$ cat src/rtl/imem_loader.sv
// Program loader: turns a length-prefixed byte stream into big-endian 32-bit words
// written sequentially into instruction memory, holding the core in reset until done.
module imem_loader #(
    parameter logic [31:0] BASE_ADDR = 32'h0000_0000,
    parameter int          MAX_WORDS = 256
) (
    input  logic        clock,
    input  logic        reset,
    input  logic        start,
    input  logic [7:0]  rx_data,
    input  logic        rx_valid,
    output logic        rx_ready,
    output logic        imem_we,
    output logic [31:0] imem_addr,
    output logic [31:0] imem_wdata,
    output logic        core_reset,
    output logic        busy,
    output logic        done,
    output logic        error,
    output logic [15:0] words_loaded
);

    typedef enum logic [2:0] {
        IDLE,
        LEN_HI,
        LEN_LO,
        DATA,
        DONE,
        ERR
    } state_t;

    localparam logic [16:0] MAX_LEN = 17'(MAX_WORDS);

    state_t      state;
    state_t      next_state;
    logic [15:0] len;
    logic [1:0]  byte_idx;
    logic [23:0] word_sr;
    logic        accept;
    logic        start_ok;
    logic        image_full;
    logic [15:0] len_full;

    assign accept     = rx_valid && rx_ready;
    assign start_ok   = start && ((state == IDLE) || (state == DONE) || (state == ERR));
    assign len_full   = {len[15:8], rx_data};
    assign image_full = (words_loaded == len);

    always_ff @(posedge clock) begin
        if (reset) begin
            state <= IDLE;
        end else begin
            state <= next_state;
        end
    end

    always_comb begin
        next_state = state;
        case (state)
            IDLE: begin
                if (start_ok) next_state = LEN_HI;
            end
            LEN_HI: begin
                if (accept) next_state = LEN_LO;
            end
            LEN_LO: begin
                if (accept) begin
                    if (len_full == 16'd0) begin
                        next_state = DONE;
                    end else if ({1'b0, len_full} > MAX_LEN) begin
                        next_state = ERR;
                    end else begin
                        next_state = DATA;
                    end
                end
            end
            // Only reachable on the write cycle of the final word, one cycle after its last byte.
            DATA: begin
                if (image_full) next_state = DONE;
            end
            DONE, ERR: begin
                if (start_ok) next_state = LEN_HI;
            end
            default: next_state = IDLE;
        endcase
    end

    always_comb begin
        rx_ready   = 1'b0;
        core_reset = 1'b1;
        busy       = 1'b0;
        done       = 1'b0;
        error      = 1'b0;
        case (state)
            LEN_HI, LEN_LO: begin
                rx_ready = 1'b1;
                busy     = 1'b1;
            end
            DATA: begin
                rx_ready = !image_full;
                busy     = 1'b1;
            end
            DONE: begin
                core_reset = 1'b0;
                done       = 1'b1;
            end
            ERR: begin
                error = 1'b1;
            end
            default: begin
                rx_ready = 1'b0;
            end
        endcase
    end

    always_ff @(posedge clock) begin
        if (reset) begin
            len          <= 16'd0;
            byte_idx     <= 2'd0;
            word_sr      <= 24'd0;
            imem_we      <= 1'b0;
            imem_addr    <= BASE_ADDR;
            imem_wdata   <= 32'd0;
            words_loaded <= 16'd0;
        end else begin
            imem_we <= 1'b0;
            if (start_ok) begin
                words_loaded <= 16'd0;
                byte_idx     <= 2'd0;
            end
            if (accept && (state == LEN_HI)) begin
                len[15:8] <= rx_data;
            end
            if (accept && (state == LEN_LO)) begin
                len[7:0] <= rx_data;
            end
            // The first three bytes of a word are held; the fourth completes it straight into the write port.
            if (accept && (state == DATA)) begin
                byte_idx <= byte_idx + 2'd1;
                if (byte_idx == 2'd3) begin
                    imem_we      <= 1'b1;
                    imem_wdata   <= {word_sr, rx_data};
                    imem_addr    <= BASE_ADDR + {14'd0, words_loaded, 2'b00};
                    words_loaded <= words_loaded + 16'd1;
                end else begin
                    word_sr <= {word_sr[15:0], rx_data};
                end
            end
        end
    end

endmodule
$ cat config.mk
export PLATFORM = sky130hd
export DESIGN_NAME = imem_loader
export DESIGN_NICKNAME = d
export VERILOG_FILES = /design/src/rtl/imem_loader.sv
export SDC_FILE = /design/constraint.sdc
export NUM_CORES = 1
export LEC_CHECK = 0
export CAP_MARGIN = 5
export CORE_MARGIN = 8
export CORE_UTILIZATION = 50
export CTS_CLUSTER_SIZE = 30
export DETAILED_ROUTE_END_ITERATION = 6
export DONT_BUFFER_PORTS = 1
export GPL_TIMING_DRIVEN = 0
export SYNTH_ARGS = -nofsm -noshare
export SYNTH_HDL_FRONTEND = slang
export SYNTH_SLANG_ARGS = --single-unit
export TNS_END_PERCENT = 1
$ cat constraint.sdc
create_clock -name clock -period 3.8 [get_ports clock]
set_input_delay 0.57 -clock clock [delete_from_list [all_inputs] [get_ports clock]]
set_output_delay 0.57 -clock clock [all_outputs]
set_load 0.05 [all_outputs]
==> results.md <==
* Run status: complete, no violations
* Synth top cells by count: 110 x dfxtp_1, 93 x a21oi_1, 81 x nand3_1, 77 x o21ai_0, 45 x nand2_1
* # fillers at 985
* Required @ worst endpoint at 3.23 ns
* Largest cells by area after synthesis: dfxtp_1 44%, a21oi_1 9.4%, nand3_1 8.2%, o21ai_0 7.8%, nand2_1 3.4%
* CTS Sinks at 110
* Peak Freq at 0.2800 GHz
* Cell area after layout at 5394 um2
* Fin crit period at 3.572 ns
* Synth top area share at 44.33%
* Primary FF master, synth: dfxtp_1
* Cells after Synth at 610
* Max H-tree Level at 3
* CTS tree: done
* CP most frequent cell: buf_2
* Placed inst area at 5195 um2
* Worst Skew at 0.01607 ns
* Via-per-instance ratio at 5.727
* # IOs at 98
* DRC Markers at 0
* Clock latency on the worst-skew pair at 0.39 ns
* Antenna Violating Nets Remaining at 0
* Max VDD drop at 281.8 uV
* Setup CP Type: reg2out
* First-pass GRT wire length at 21940 um
* Number of global-route vias before repair at 4087
* Met1 Wirelength at 6253 um
* Input/output buffers at 0
* DRT Pass-1 Iters at 4
* Most common cell in the netlist: dfxtp_1
* Die area at 13380 um2
* Crit-path cells: buf_2 -> xor2_1 -> nor4_1 -> nand4_1 -> buf_2 -> buf_1 -> o21a_1
* # resized after CTS at 0
* CP max stage delay at 0.66 ns
* Setup crit start kind: register
* Core box area at 9729 um2
* Post-CTS setup buffer count at 0
* Number of core rows at 36
* Starting density of the core at 51.05%
* Pwr Density at 622.7 nW/um2
* Yosys cell types at 53
* Yosys top cell by area: dfxtp_1
* Die Y at 115.7 um
* Wirelength per Cell at 17.88 um
* CP max-delay cell: dfxtp_1
* Max Cap Violations at 0
* DRT Wirelength at 13820 um
* CP top delay family: buffers and inverters
* Critical Path Fanout Max at 10
* Reg clk slew, reported paths at 0.11 ns
* DRT iter0 DRCs at 273
* Slew HR at 38.21%
* Global-route usage over all layers at 20.94%
* Worst setup EP type: output pin
* Seq/Total Area, Yosys at 44.33%
* Final Hold Vio Count at 0
* Tot Pwr at 3.359 mW
* EDFF count, synth at 0
* Worst slew pin tran at 0.9234 ns
* Syn avg cell area at 8.143 um2
* Nets at 650
* Hold Buf Count CTS at 0
* Synthesized area at 4967 um2
* Num CTS Buffers at 9
* Leak at 1.903 nW
* Async set-reset flop share out of synthesis at 0%
* Max layer used: met4
* RSZ-0062 raised after global routing: no
* R2R setup slack at 1.15 ns
* FF+latch count, synth at 110
* CP arrival at 3.00 ns
* Final setup viols at 0
* Final cycle utilization of the critical path at 94.00%
* Grt ovf at 0
* HP Class: in2reg
* CTS root buf: clkbuf_8
* WL met2 at 6086 um
* Vias at 4427
* YS warnings at 0
* DIE WIDTH at 115.7 um
* Clock Tree Buf Depth at 2
* Largest net degree at the start of global routing at 18
* Initial antenna violation count at 0
* Layout cells sized above 1 at 10.16%
* Gpl congestion at 0.8327
* Final slew viol count at 0
* Final HPWL DP at 10310 um
* Worst path bufs/invs at 3
* Setup TNS at 0 ns
* # diodes at 0
* Met3 Wirelength at 1193 um
* Syn-to-layout area delta at 8.589%
## sequential cells by signal, indices dropped and copies added, names as in the netlist
name          cells
imem_wdata       32
word_sr          24
imem_addr        16
len              16
words_loaded     16
state             3
byte_idx          2
imem_we           1
## metrics by stage
stage               hold slack [ns]  utilization, %  std cells  worst slack, ns
CTS                          0.2996           55.41        773           0.1845
global placement             0.4473           53.34        758           0.6548
floorplan                    0.4403               -        625            1.091
detailed placement           0.4561           53.40        758           0.6162
global route                 0.3083           55.44        773         0.006035
finish                       0.3071           55.44        773           0.2279
## placed cells by master, fill, tap and decap left out, types with 3 or more instances in the layout
cell type,instances
clkbuf_8,10
nand3_1,81
and2_1,5
or3_1,5
dfxtp_1,108
nor4_1,13
a221o_1,3
o21a_1,3
inv_1,9
buf_4,18
or4_1,3
nor2_1,7
conb_1,16
clkbuf_1,23
a21oi_1,93
nor3_1,4
nand2_1,45
clkbuf_2,6
nor3b_2,3
xor2_1,16
o211ai_1,3
buf_2,12
and4_1,4
o21ai_0,77
nand3b_1,4
buf_6,4
xnor2_1,3
nor3b_1,3
buf_1,11
a31oi_1,3
nand4_1,7
## cell families after synthesis
logic type,share of synthesized area [%]
AO/OA/AOI/OAI,21.66
adder cells (fa/ha/maj),0.5037
XOR/XNOR,3.350
multiplexers,0.2015
buffers and inverters,9.295
flip-flops,44.33
other,0.07549
AND/OR/NAND/NOR,20.58
## worst paths after layout
path / startpoint / endpoint / cells past startpoint
setup / recovery: words_loaded[4] / rx_ready / 7
hold / removal: rx_data[0] / len[0] / 2
setup reg to reg: words_loaded[0] / words_loaded[6] / 7
hold reg to reg: len[3] / len[3] / 2
## area by class of cell
cell class | instances | area [um2] | area share (%)
Clock buffer | 11 | 141.4 | 2.621
Inverter | 10 | 37.54 | 0.6959
Tap cell | 133 | 166.4 | 3.085
Multi-Input combinational cell | 430 | 2365 | 43.84
Clock inverter | 4 | 55.05 | 1.021
Buffer | 75 | 424.2 | 7.864
Sequential cell | 110 | 2205 | 40.87
## layer usage
layer | up-vias | GRT usage [%]
li1 | 2195 | -
met1 | 2069 | 26.98
met2 | 145 | 32.71
met3 | 18 | 5.055
met4 | 0 | 8.989
met5 | - | 0
## power breakdown
group,internal (mW),switching (mW),leakage (nW)
Combinational,0.366,1.05,0.920
Sequential,1.19,0.0294,0.888
Clock,0.323,0.398,0.0960
Note: power is estimated with default switching activity, not from simulation.
